==> src/rtl/game_sequencer_pkg.sv <==
// Shared game definitions: state encoding, score width and the saturating score helper.
package game_sequencer_pkg;

    typedef enum logic [1:0] {
        ST_IDLE      = 2'b00,
        ST_PLAY      = 2'b01,
        ST_GAME_OVER = 2'b11
    } game_state_t;

    localparam int SCORE_W = 8;
    localparam int CNT_W   = 8;

    localparam logic [SCORE_W-1:0] SCORE_MAX = '1;

    function automatic logic [SCORE_W-1:0] score_inc(input logic [SCORE_W-1:0] value);
        return (value == SCORE_MAX) ? value : value + SCORE_W'(1);
    endfunction

endpackage

==> src/rtl/game_sequencer_if.sv <==
// Bus between the game sequencer and the video, snake and apple-position logic.
interface game_sequencer_if;

    logic                                   frame_tick;
    logic                                   btn_any;
    logic                                   hit_wall_or_body;
    logic                                   hit_apple;
    logic                                   apple_ack;
    logic                                   apple_req;
    logic [1:0]                             game_state;
    logic                                   snake_step;
    logic                                   snake_grow;
    logic                                   snake_clear;
    logic [game_sequencer_pkg::SCORE_W-1:0] score;

    // The sequencer side: owns the apple request and all game-control outputs.
    modport master (
        input  frame_tick, btn_any, hit_wall_or_body, hit_apple, apple_ack,
        output apple_req, game_state, snake_step, snake_grow, snake_clear, score
    );

    // The surrounding game logic side.
    modport slave (
        output frame_tick, btn_any, hit_wall_or_body, hit_apple, apple_ack,
        input  apple_req, game_state, snake_step, snake_grow, snake_clear, score
    );

endinterface

==> src/rtl/game_sequencer_frame_divider.sv <==
// Frame divider: down-counts frame ticks per snake step and shortens the step
// period by one frame every APPLES_PER_LEVEL apples, floored at FRAMES_MIN.
module game_sequencer_frame_divider
    import game_sequencer_pkg::*;
#(
    parameter int FRAMES_INIT      = 8,
    parameter int FRAMES_MIN       = 2,
    parameter int APPLES_PER_LEVEL = 4
) (
    input  logic clk,
    input  logic reset,
    input  logic start,
    input  logic tick,
    input  logic apple,
    output logic step_due
);

    localparam int LW = (APPLES_PER_LEVEL > 1) ? $clog2(APPLES_PER_LEVEL) : 1;

    logic [CNT_W-1:0] period;
    logic [CNT_W-1:0] count;
    logic [LW-1:0]    level_cnt;

    // A step is due on the tick that finds the counter at its terminal count.
    assign step_due = tick && (count == CNT_W'(1));

    // Frame counter reload and speed-up level tracking.
    always_ff @(posedge clk or negedge reset) begin
        if (!reset) begin
            period    <= CNT_W'(FRAMES_INIT);
            count     <= CNT_W'(FRAMES_INIT);
            level_cnt <= '0;
        end else if (start) begin
            period    <= CNT_W'(FRAMES_INIT);
            count     <= CNT_W'(FRAMES_INIT);
            level_cnt <= '0;
        end else begin
            if (tick) begin
                count <= step_due ? period : count - CNT_W'(1);
            end
            if (apple) begin
                if (level_cnt == LW'(APPLES_PER_LEVEL - 1)) begin
                    level_cnt <= '0;
                    if (period > CNT_W'(FRAMES_MIN)) begin
                        period <= period - CNT_W'(1);
                    end
                end else begin
                    level_cnt <= level_cnt + LW'(1);
                end
            end
        end
    end

endmodule

==> src/rtl/game_sequencer.sv <==
// Game sequencer: top-level IDLE/PLAY/GAME_OVER control for the snake game.
//
//   state        | meaning
//   -------------+-----------------------------------------------------------
//   ST_IDLE      | waiting for any button; score of the last game stays shown
//   ST_PLAY      | stepping the snake, latching hits, scoring apples
//   ST_GAME_OVER | collision seen; inputs ignored for OVER_FRAMES frames
module game_sequencer
    import game_sequencer_pkg::*;
#(
    parameter int FRAMES_INIT      = 8,
    parameter int FRAMES_MIN       = 2,
    parameter int APPLES_PER_LEVEL = 4,
    parameter int OVER_FRAMES      = 120
) (
    input  logic              clk,
    input  logic              reset,
    game_sequencer_if.master  bus
);

    localparam int OVER_W = $clog2(OVER_FRAMES + 1);

    game_state_t        state;
    logic               hit_flag;
    logic               apple_flag;
    logic               grow_pending;
    logic [OVER_W-1:0]  over_cnt;
    logic [SCORE_W-1:0] score;
    logic               apple_req;
    logic               snake_step;
    logic               snake_grow;
    logic               snake_clear;

    logic in_play;
    logic hit_now;
    logic apple_now;
    logic start_game;
    logic tick_play;
    logic eat;
    logic step_due;

    // Current-cycle view of the sticky flags, so a hit on the tick cycle itself counts.
    // Apples seen while a position request is outstanding are dropped.
    always_comb begin
        in_play    = (state == ST_PLAY);
        hit_now    = hit_flag | bus.hit_wall_or_body;
        apple_now  = apple_flag | (bus.hit_apple & ~apple_req);
        start_game = (state == ST_IDLE) && bus.btn_any;
        tick_play  = in_play && bus.frame_tick && !hit_now;
        eat        = tick_play && apple_now;
    end

    game_sequencer_frame_divider #(
        .FRAMES_INIT      (FRAMES_INIT),
        .FRAMES_MIN       (FRAMES_MIN),
        .APPLES_PER_LEVEL (APPLES_PER_LEVEL)
    ) u_frame_divider (
        .clk      (clk),
        .reset    (reset),
        .start    (start_game),
        .tick     (tick_play),
        .apple    (eat),
        .step_due (step_due)
    );

    // Main FSM with registered outputs; a collision on the tick overrides an apple.
    always_ff @(posedge clk or negedge reset) begin
        if (!reset) begin
            state        <= ST_IDLE;
            hit_flag     <= 1'b0;
            apple_flag   <= 1'b0;
            grow_pending <= 1'b0;
            over_cnt     <= '0;
            score        <= '0;
            apple_req    <= 1'b0;
            snake_step   <= 1'b0;
            snake_grow   <= 1'b0;
            snake_clear  <= 1'b0;
        end else begin
            snake_step  <= 1'b0;
            snake_grow  <= 1'b0;
            snake_clear <= 1'b0;
            if (apple_req && bus.apple_ack) begin
                apple_req <= 1'b0;
            end

            case (state)
                ST_IDLE: begin
                    if (bus.btn_any) begin
                        state        <= ST_PLAY;
                        snake_clear  <= 1'b1;
                        apple_req    <= 1'b1;
                        score        <= '0;
                        grow_pending <= 1'b0;
                        hit_flag     <= 1'b0;
                        apple_flag   <= 1'b0;
                    end
                end

                ST_PLAY: begin
                    if (bus.frame_tick) begin
                        hit_flag   <= 1'b0;
                        apple_flag <= 1'b0;
                        if (hit_now) begin
                            state        <= ST_GAME_OVER;
                            over_cnt     <= OVER_W'(OVER_FRAMES);
                            grow_pending <= 1'b0;
                        end else begin
                            if (apple_now) begin
                                score     <= score_inc(score);
                                apple_req <= 1'b1;
                            end
                            if (step_due) begin
                                snake_step   <= 1'b1;
                                snake_grow   <= grow_pending | apple_now;
                                grow_pending <= 1'b0;
                            end else if (apple_now) begin
                                grow_pending <= 1'b1;
                            end
                        end
                    end else begin
                        hit_flag   <= hit_now;
                        apple_flag <= apple_now;
                    end
                end

                ST_GAME_OVER: begin
                    if (bus.frame_tick) begin
                        if (over_cnt == OVER_W'(1)) begin
                            state <= ST_IDLE;
                        end else begin
                            over_cnt <= over_cnt - OVER_W'(1);
                        end
                    end
                end

                default: state <= ST_IDLE;
            endcase
        end
    end

    assign bus.game_state  = state;
    assign bus.score       = score;
    assign bus.apple_req   = apple_req;
    assign bus.snake_step  = snake_step;
    assign bus.snake_grow  = snake_grow;
    assign bus.snake_clear = snake_clear;

endmodule
==> src/flat_wrapper.sv <==
// flat-port wrapper written by rule: the top's interface ports become plain ports
module game_sequencer_flat import game_sequencer_pkg::*;
#(
    parameter int FRAMES_INIT      = 8,
    parameter int FRAMES_MIN       = 2,
    parameter int APPLES_PER_LEVEL = 4,
    parameter int OVER_FRAMES      = 120
)
  (clk, reset, bus_frame_tick, bus_btn_any, bus_hit_wall_or_body, bus_hit_apple, bus_apple_ack, bus_apple_req, bus_game_state, bus_snake_step, bus_snake_grow, bus_snake_clear, bus_score);
  game_sequencer_if bus_i ();
  input  logic clk;
  input  logic reset;
  input wire logic [$bits(bus_i.frame_tick)-1:0] bus_frame_tick;
  input wire logic [$bits(bus_i.btn_any)-1:0] bus_btn_any;
  input wire logic [$bits(bus_i.hit_wall_or_body)-1:0] bus_hit_wall_or_body;
  input wire logic [$bits(bus_i.hit_apple)-1:0] bus_hit_apple;
  input wire logic [$bits(bus_i.apple_ack)-1:0] bus_apple_ack;
  output wire logic [$bits(bus_i.apple_req)-1:0] bus_apple_req;
  output wire logic [$bits(bus_i.game_state)-1:0] bus_game_state;
  output wire logic [$bits(bus_i.snake_step)-1:0] bus_snake_step;
  output wire logic [$bits(bus_i.snake_grow)-1:0] bus_snake_grow;
  output wire logic [$bits(bus_i.snake_clear)-1:0] bus_snake_clear;
  output wire logic [$bits(bus_i.score)-1:0] bus_score;
  assign bus_i.frame_tick = bus_frame_tick;
  assign bus_i.btn_any = bus_btn_any;
  assign bus_i.hit_wall_or_body = bus_hit_wall_or_body;
  assign bus_i.hit_apple = bus_hit_apple;
  assign bus_i.apple_ack = bus_apple_ack;
  assign bus_apple_req = bus_i.apple_req;
  assign bus_game_state = bus_i.game_state;
  assign bus_snake_step = bus_i.snake_step;
  assign bus_snake_grow = bus_i.snake_grow;
  assign bus_snake_clear = bus_i.snake_clear;
  assign bus_score = bus_i.score;
  game_sequencer #(.FRAMES_INIT(FRAMES_INIT), .FRAMES_MIN(FRAMES_MIN), .APPLES_PER_LEVEL(APPLES_PER_LEVEL), .OVER_FRAMES(OVER_FRAMES)) u_core (.clk(clk), .reset(reset), .bus(bus_i));
endmodule
==> config.mk <==
export PLATFORM = sky130hd
export DESIGN_NAME = game_sequencer_flat
export DESIGN_NICKNAME = d
export VERILOG_FILES = /design/src/rtl/game_sequencer_pkg.sv /design/src/rtl/game_sequencer_if.sv /design/src/rtl/game_sequencer_frame_divider.sv /design/src/rtl/game_sequencer.sv /design/src/flat_wrapper.sv
export SDC_FILE = /design/constraint.sdc
export NUM_CORES = 1
export LEC_CHECK = 0
export BUFFER_PORTS_ARGS = -buffer_cell sky130_fd_sc_hd__buf_2
export CORE_MARGIN = 2
export CORE_UTILIZATION = 60
export DETAILED_ROUTE_END_ITERATION = 16
export PLACE_DENSITY = 0.8
export REMOVE_ABC_BUFFERS = 1
export SYNTH_ARGS = -nofsm -noshare
export SYNTH_HDL_FRONTEND = slang
export SYNTH_SLANG_ARGS = --single-unit
==> constraint.sdc <==
create_clock -name clk -period 3 [get_ports clk]
set_input_delay 0.45 -clock clk [delete_from_list [all_inputs] [get_ports clk]]
set_output_delay 0.45 -clock clk [all_outputs]
set_load 0.1 [all_outputs]
## Word-level counts from Yosys, hierarchy flattened

Index checks and enable logic that the tools add are counted.

| operators by class | value |
|---|---|
| $add $sub $neg | 5 |
| order comparisons | 1 |
| equal/unequal tests | 16 |
| muxes and demuxes | 53 |
| bitwise logic cells | 5 |
| reductions and logical operators | 20 |

Operator list:

| operator | number |
|---|---|
| two-way mux 8 bit | 12 |
| two-way mux 7 bit | 4 |
| two-way mux 1 bit | 22 |
| two-way mux 2 bit | 8 |
| != test 2 bit, second input constant | 8 |
| case mux 8 bit (2 select lines) | 1 |
| subtractor 8 x 1 -> 8 bit, second input constant | 2 |
| case mux 7 bit (2 select lines) | 1 |
| nonzero test 2 bit | 6 |
| AND reduction 5 bit | 2 |
| adder 8 x 1 -> 8 bit, second input constant | 1 |
| == test 8 x 1 -> 1 bit, second input constant | 1 |
| == test 8 bit, second input constant | 1 |
| > comparator 8 x 2 -> 1 bit, second input constant | 1 |
| case mux 1 bit (2 select lines) | 4 |
| == test 7 x 1 -> 1 bit, second input constant | 1 |
| subtractor 7 x 1 -> 7 bit, second input constant | 1 |
| logical AND 1 bit | 6 |
| case mux 2 bit (3 select lines) | 1 |
| AND reduction 6 bit | 1 |
| == test 2 bit, second input constant | 2 |
| != test 4 bit, second input constant | 1 |
| AND reduction 4 bit | 1 |
| OR 1 bit | 3 |
| 9 further kinds | 9 |

| storage, ports and cells | value |
|---|---|
| bits in registers | 42 |
| input bits | 7 |
| output and inout port bits | 14 |
| word-level logic and storage cells | 113 |

## Logic depth before layout (Yosys ltp)

Gate-level depths: netlist (run 1).

| logic depth | value |
|---|---|
| word-level depth | 8 |
| mapped depth | 8 |
| depth with buffers taken out | 6 |

## By module

From an unflattened synthesis (run 1), not the netlist that was laid out.

| unflattened totals | value |
|---|---|
| cells, all modules | 252 |
| area, all modules | 2427.3 sq um |

By module, submodules not included:

| module | instances | cells an instance | area an instance (sq um) | sequential area each (sq um) |
|---|---|---|---|---|
| game_sequencer | 1 | 140 | 1341.3 | 600.6 |
| game_sequencer_frame_divider | 1 | 112 | 1086.0 | 452.9 |

## Least setup slack after synthesis (run 1)

No wires, ideal clock.

| path | value |
|---|---|
| path kind | reg-to-reg |
| start point | register u_core.state[1] (netlist: u_core.bus.game_state[1]) |
| end point | register u_core.u_frame_divider.period[0] |
| setup time | 0.079 ns |
| arrival | 2.243 ns |
| required time | 2.921 ns |
| path slack | 0.678 ns |
| stages on the path, launching flop included | 6 |
| path buffers | 1 |
| period minus slack after synthesis | 2.322 ns |
| cells stage by stage | dfrtp_1 buf_6 or4b_4 a211oi_4 and3_1 mux2i_1 |

| on the way | value |
|---|---|
| cells in the longest elaborated chain, start to end | 6 |
| elaborated cells on any way between the ends | 11 |
| those cells by class | 1 x eq/ne; 1 x mux; 9 x reduce/logical |

RTL lines:

| what | RTL line | RTL |
|---|---|---|
| from (decl) | game_sequencer.sv:23 | `game_state_t state;` |
| from (signal assigned) | game_sequencer.sv:69 | `state <= ST_IDLE;` |
| from (signal assigned) | game_sequencer.sv:90 | `state <= ST_PLAY;` |
| from (signal assigned) | game_sequencer.sv:105 | `state <= ST_GAME_OVER;` |
| == test 2 x 1 -> 1 bit | game_sequencer.sv:45 | `in_play = (state == ST_PLAY);` |
| logical AND 1 bit (2 in series) | game_sequencer.sv:49 | `tick_play = in_play && bus.frame_tick && !hit_now;` |
| logical AND 1 bit | game_sequencer.sv:50 | `eat = tick_play && apple_now;` |
| nonzero test 2 bit (no source line) | n/a |  |
| AND reduction 3 bit (no source line) | n/a |  |
| to (signal assigned) | game_sequencer_frame_divider.sv:30 | `period <= CNT_W'(FRAMES_INIT);` |
| to (signal assigned) | game_sequencer_frame_divider.sv:34 | `period <= CNT_W'(FRAMES_INIT);` |
| to (signal assigned) | game_sequencer_frame_divider.sv:45 | `period <= period - CNT_W'(1);` |
| to (decl) | game_sequencer_frame_divider.sv:20 | `logic [CNT_W-1:0] period;` |

Parallel ways exist; a longest one is shown, timed or not.
A chain may end at the register's enable or synchronous reset.

## Worst setup path after layout (run 1)

| path | value |
|---|---|
| start point | register u_core.state[0] (netlist: u_core.bus.game_state[0]) |
| end point | register u_core.u_frame_divider.period[5] |

Same word-level chain as after synthesis.

==> impl_results.md, run 1 <==
* Number of global-route vias before repair at ~1900
* DRC Markers at 0
* Via-to-Cell Ratio at 6.152
* VDD IR-drop max at 0.5843 mV
* Clock skew at 0.009557 ns
* Post-Syn Area at 0.002427 mm^2
* Max Cap Viol at 0
* PD cells at 733.0 mW/mm^2
* Crit path required time at 3.22 ns
* CTS tree: done
* Final Wtd Congestion at 0.8241
* Die X at 67.61 um
* Fill cells at approximately 320
* Commonest non-fill, non-tap cell in the layout: dfrtp_1
* DP Wirelength at approximately 3600 um
* Die area at approximately 0.0046 mm^2
* Area post-placement at between 0.002 and 0.003 mm^2
* Crit-path slowest cell: or4_1
* Cells on worst reg2reg path at 4
* Pwr Total at 0.001932 W
* Fin. Hold Viols at 0
* EDFF count, synth at 0
* RR Endpoint: u_core.u_frame_divider.period[5]
* Initial antenna violation count at 0
* RSZ-0062 raised after global routing: false
* Fin util at 0.6684
* Post-synthesis sequential area ratio at 0.4340
* Yosys cell types at 55
* Worst R2R Start: u_core.bus.game_state[0]
* Outcome: finished, final reports clean
* Area Growth Syn to Fin at 8.557%
* Core Area at between 0.003 and 0.004 mm^2
* Hold Buf Count CTS at 0
* Post_cts resized at 0
* Antenna Nets Post-Route at 0
* Crit-path cells: nor4b_4 -> o211ai_2 -> or4_1 -> a21oi_1
* Delay-heaviest family, CP: simple AND/OR/NAND/NOR gates
* Wire per inst at approximately 15 um
* Remaining global-route overflow at 0
* Drt initial violations at 174
* Dominant cells by area after synthesis: dfrtp_1 41%, ha_1 4.1%, mux2i_1 4.1%, nand2_1 4.0%, a21oi_1 3.7%
* FF/Latch Area at 0.001054 mm^2
* Chip height at 67.61 um
* Final setup TNS at 0 ns
* Leak at between 1 and 1.5 nW
* Max_slew headroom at 0.3845
* Pin count of the biggest net entering global routing at 43
* Postcts setup bufs at 0
* Nets at 287
* CTS root buffer: clkbuf_8
* Clock Latency Late Sink at 0.29 ns
* I/O pin count at 21
* Buf/Inv on CP at 0
* Gr usage total at 0.2542
* Num CTS Buffers at 5
* F_max at 0.4761 GHz
* First-pass GRT wire length at 8721 um
* Port buffer count at 20
* Ys flop type: dfrtp_1
* Share of cells above drive strength 1 at 0.1429
* Final setup vio count at 0
* Slowest stage delay, CP at 0.60 ns
* Slew @ Worst Pin at 0.9233 ns
* Clk slew on worst S/H paths at 0.08 ns
* Via count at around 2000
* Biggest area consumer among synthesized cells: dfrtp_1
* Register-to-register setup slack at 0.90 ns
* Longest Clk Path Bufs at 2
* FP Rows at 23
* Area taken by multi-input logic gates at 0.001264 mm^2
* Starting density of the core at 0.6157
* CP Capture Type: register
* Worst Hold Class: in -> async
* Yosys warnings at 0
* Critical Path Source Type: register
* Final Cycle Share at 0.7001
* Yosys reg bits at 42
* ANT cells at 0
* WS Path Type: reg -> reg
* Crit path DAT at 2.32 ns
* Clock Sinks at 42
* Synth top area share at 0.4124
* Drt first pass iters at 4
* Final WL at 4989 um
* Final hold slack at 0.2893 ns
* CTS H-tree lvls at 2
* Slew Limit Fails at 0
* Synth async-reset ratio at 1.000
* Avg Inst Size Synth at between 9 and 10 um^2
* Final instance area at 0.002635 mm^2
* Critical path fanouts, max at 20
* Commonest non-fill, non-tap cells in the layout: 40 x dfrtp_1, 26 x nand2_1, 20 x buf_2, 18 x a21oi_1, 15 x inv_1
* Min Clock Period, post-route at between 2 and 2.5 ns
* Mapped Cells at roughly 250
## final cells by class
| class | instances | share of cell area |
|---|---|---|
| clock buffer | 7 | 0.03276 |
| sequential | 42 | 0.3998 |
| tap | 50 | 0.02374 |
| clock inverter | 1 | 0.001899 |
| multi-input combinational | 187 | 0.4796 |
| timing repair buffer | 21 | 0.04084 |
| inverter | 15 | 0.02137 |
## logic make-up (layout without fill, tap and decap cells)
| logic type | count (synthesis) | in the layout | share of synthesized area |
|---|---|---|---|
| and+or+nand+nor | 100 | 100 | 0.2361 |
| AOI/OAI and AO/OA | 64 | 64 | 0.1830 |
| DFF | 42 | 42 | 0.4340 |
| buffers and inverters | 24 | 44 | 0.04536 |
| muxes | 11 | 11 | 0.04588 |
| adders and majority gates | 8 | 8 | 0.04124 |
| xor gates and xnor gates | 4 | 4 | 0.01444 |
## per-stage QoR
stage / cells / setup WS (ns)
final: 323 / 0.8996
after global routing: 323 / 0.6693
after CTS: 323 / 0.8955
after detailed placement: 315 / 0.8114
after global placement: 315 / 0.8626
after floorplan: 244 / 0.4594
## power by group
part           leakage (nW)  internal (W)  total, W  switching, W
sequential            0.529      0.000706  0.000886      0.000180
clock                0.0482      0.000186  0.000377      0.000191
combinational         0.559      0.000240  0.000668      0.000428
total                  1.14       0.00113   0.00193      0.000799
## synth_stat cells (all sizes together) (3+ instances only)
cell,count
o22ai,4
o21ai,8
nor2,8
dfrtp,40
ha,8
nand2b,7
a21oi,18
nor2b,5
or3,4
or4,6
a211oi,3
buf,6
nor3,14
o31ai,7
nand3,6
inv,15
and3,3
nand4,3
clkbuf,3
nor4,5
nand2,26
mux2i,10
o211ai,3
xor2,3
## worst register-to-register path, stage by stage (launching register included)
cell and delay, ns:
dfrtp_1 0.54, nor4b_4 0.35, o211ai_2 0.40, or4_1 0.60, a21oi_1 0.15
## sequential cells by signal (all words and copies together), names as in the netlist
signal,flops
u_core.apple_flag,1
u_core.bus.apple_req,1
u_core.bus.game_state,2
u_core.bus.score,8
u_core.bus.snake_clear,1
u_core.bus.snake_grow,1
u_core.bus.snake_step,1
u_core.grow_pending,1
u_core.hit_flag,1
u_core.over_cnt,7
u_core.u_frame_divider.count,8
u_core.u_frame_divider.level_cnt,2
u_core.u_frame_divider.period,8
## layer usage
layer,global-route usage,wire [um],part of all wire
met1,0.3273,2231,0.45
met2,0.4228,2563,0.51
met3,0.05167,164,0.033
met4,0.08929,29,0.0058
met5,0,0,0
## worst max path at each step
stage | cells past startpoint | endpoint | start
finish | 4 | u_core.u_frame_divider.period[5] | u_core.bus.game_state[0]
global route | 4 | u_core.u_frame_divider.period[5] | u_core.bus.game_state[0]
CTS | 4 | u_core.u_frame_divider.period[5] | u_core.bus.game_state[0]
detailed placement | 5 | u_core.u_frame_divider.period[6] | bus_hit_wall_or_body
global placement | 5 | u_core.u_frame_divider.period[6] | bus_hit_wall_or_body
floorplan | 4 | u_core.u_frame_divider.period[2] | u_core.bus.game_state[0]
Power figures use the tool's default switching activity.
==> run 2: changes to the inputs <==
Settings changed: CORE_UTILIZATION 60 to 59, PLACE_DENSITY 0.8 to 0.79.
Clock period 3 ns to 2.1 ns, I/O delays scaled along.
==> run 2 against run 1 <==
Against the previous run:
- clock power is 110% higher
- critical path type unchanged
- die area rose by 1.6%
- cell count increased by 4.0%
- non-clock buffer count up 13
- routed wire length grew 6.7%
- sequential share of layout area decreased by 2.1 points
- global-route usage increased by 1.2 points
- clock-buffer cell count is 1 lower
==> impl_results.md, run 2 (synthesis gave the netlist of run 1 again) <==
* Cells on worst reg2reg path at 4
* Clock Latency Late Sink at between 0.2 and 0.3 ns
* First-pass GRT wire length at a little over 9000 um
* Hold Buf Count CTS at 0
* Area Growth Syn to Fin at 14.69%
* Crit path required time at 2.28 ns
* WS Path Type: reg -> reg
* Clk slew on worst S/H paths at 0.08 ns
* Via-to-Cell Ratio at around 6.1
* Pwr Total at 0.003097 W
* DRC Markers at 0
* Slowest stage delay, CP at about 0.54 ns
* Wire per inst at 15.85 um
* Gr usage total at 0.2665
* Commonest non-fill, non-tap cells in the layout: 40 x dfrtp_1, 26 x nand2_1, 20 x buf_2, 18 x a21oi_1, 15 x inv_1
* Commonest non-fill, non-tap cell in the layout: dfrtp_1
* Longest Clk Path Bufs at 2
* Area post-placement at 0.002641 mm^2
* Worst Setup SP: u_core.u_frame_divider.count[5]
* Clock Sinks at 42
* Delay-heaviest family, CP: simple AND/OR/NAND/NOR gates
* Final Cycle Share at 0.9325
* Post-placement cell count at 328
* VDD IR-drop max at 0.8661 mV
* I/O pin count at 21
* FP Rows at 23
* Min Clock Period, post-route at 1.958 ns
* ANT cells at 0
* Non-Filler Instances at about 340
* F_max at 0.5106 GHz
* Clock skew at between 0.004 and 0.005 ns
* Fin. Hold Viols at 0
* Clock share of power at 0.256
* Leak at roughly 1.2 nW
* Met1 Routed Length at 2239 um
* Crit-path slowest cell: or4_4
* DR WL met2 at 2763 um
* Crit path DAT at 2.14 ns
* PD cells at 1112 mW/mm^2
* Final instance area at 0.002784 mm^2
* Uppermost layer routed: met4
* Share of cells above drive strength 1 at 0.1853
* Register-to-register setup slack at 0.14 ns
* Net Sw Frac at 0.3839
* Pin count of the biggest net entering global routing at 43
* Max Cap Viol at 0
* Post_cts resized at 0
* Initial antenna violation count at 0
* Final Wtd Congestion at 0.8427
* Stages on the worst setup path at 4
* Slew @ Worst Pin at 0.6100 ns
* Comb pwr share at 0.347
* RSZ-0062 raised after global routing: false
* Final WL at 5324 um
* CTS H-tree lvls at 2
* Switching pwr at roughly 0.0012 W
* Power Internal at 0.001908 W
* Met3 WL post-DR at 246 um
* Seq pwr share at 0.397
* Drt initial violations at 198
* CTS root buffer: clkbuf_8
* RR Endpoint: u_core.u_frame_divider.count[1]
* CP Capture Point: u_core.u_frame_divider.count[1]
* Starting density of the core at 0.6112
* Die X at 68.14 um
* Chip height at 68.14 um
* Buf/Inv on CP at 0
* Core Area at 0.003971 mm^2
* Max_slew headroom at 0.5896
* Outcome: finished, final reports clean
* CP Capture Type: register
* Worst Hold Class: in -> async
* Number of global-route vias before repair at 2014
* Nets at 300
* Final setup vio count at 0
* Postcts setup bufs at 0
* Slew Limit Fails at 0
* Drt first pass iters at 4
* Remaining global-route overflow at 0
* Num CTS Buffers at 5
* Critical path fanouts, max at 5
* Antenna Nets Post-Route at 0
* Worst R2R Start: u_core.u_frame_divider.count[5]
* Crit-path cells: or4_4 -> or3_1 -> mux2i_1 -> mux2_2
* DP Wirelength at 3910 um
* Fill cells at 307
* Die area at 0.004643 mm^2
* Via count at 2035
* CTS tree: done
* Biggest regs: u_core.bus.score: 8 flops, u_core.u_frame_divider.count: 8 flops, u_core.u_frame_divider.period: 8 flops
* Port buffer count at 20
* Critical Path Source Type: register
## run 2: cell types whose count changed in the layout (fill, tap and decap cells not counted)
cell       previous run  this run
clkinv_2              1         0
clkbuf_1              1         0
bufinv_16             0         2
buf_4                 1        14
## run 2: worst register-to-register path, stage by stage, from the launching register on
cell,delay [ns]
dfrtp_1,0.41
or4_4,0.55
or3_1,0.47
mux2i_1,0.16
mux2_2,0.27
## run 2: power groups by stage
stage / registers [W] / logic, W / clock network [W]
floorplan: 0.00144 / 0.000569 / 0
global placement: 0.00124 / 0.00103 / 0
detailed placement: 0.00125 / 0.00105 / 0
CTS: 0.00123 / 0.00107 / 0.000803
global route: 0.00127 / 0.00119 / 0.000843
finish: 0.00123 / 0.00107 / 0.000792
## run 2: how the worst min path moves through the flow
stage                                  endpoint  slack [ns]  cells past startpoint
6_report        u_core.u_frame_divider.count[2]        0.09                      2
5_1_grt        u_core.u_frame_divider.period[4]        0.14                      2
4_1_cts         u_core.u_frame_divider.count[0]        0.10                      2
3_5_place_dp    u_core.u_frame_divider.count[6]        0.42                      2
3_3_place_gp    u_core.u_frame_divider.count[2]        0.42                      2
2_1_floorplan                 u_core.apple_flag        0.02                      0
## run 2: area by class of cell
type / count / area, um^2 / share of cell area
inverters: 15 / 56.30 / 0.02022
repair buffers: 34 / 205.2 / 0.07371
clock inverters: 2 / 60.06 / 0.02157
clock buffers: 6 / 82.58 / 0.02966
well taps: 50 / 62.56 / 0.02247
multi-input cells: 187 / 1264 / 0.4539
flip-flops and latches: 42 / 1054 / 0.3784
## run 2: layer usage
metal | track usage | vias up
met5 | 0 | -
met4 | 0.08000 | 0
met3 | 0.05428 | 8
met2 | 0.4624 | 61
met1 | 0.3337 | 964
li1 | - | 1002
## run 2: per-stage QoR
stage	hold WS [ns]	TNS (ns)	setup slack, ns	util
after floorplan	0.01941	-5.943	-0.4406	-
after global placement	0.4172	0	0.1960	0.6651
after detailed placement	0.4181	0	0.1579	0.6651
after CTS	0.1009	0	0.1491	0.7010
after global routing	0.1371	0	0.04853	0.7010
final	0.09140	0	0.1417	0.7010
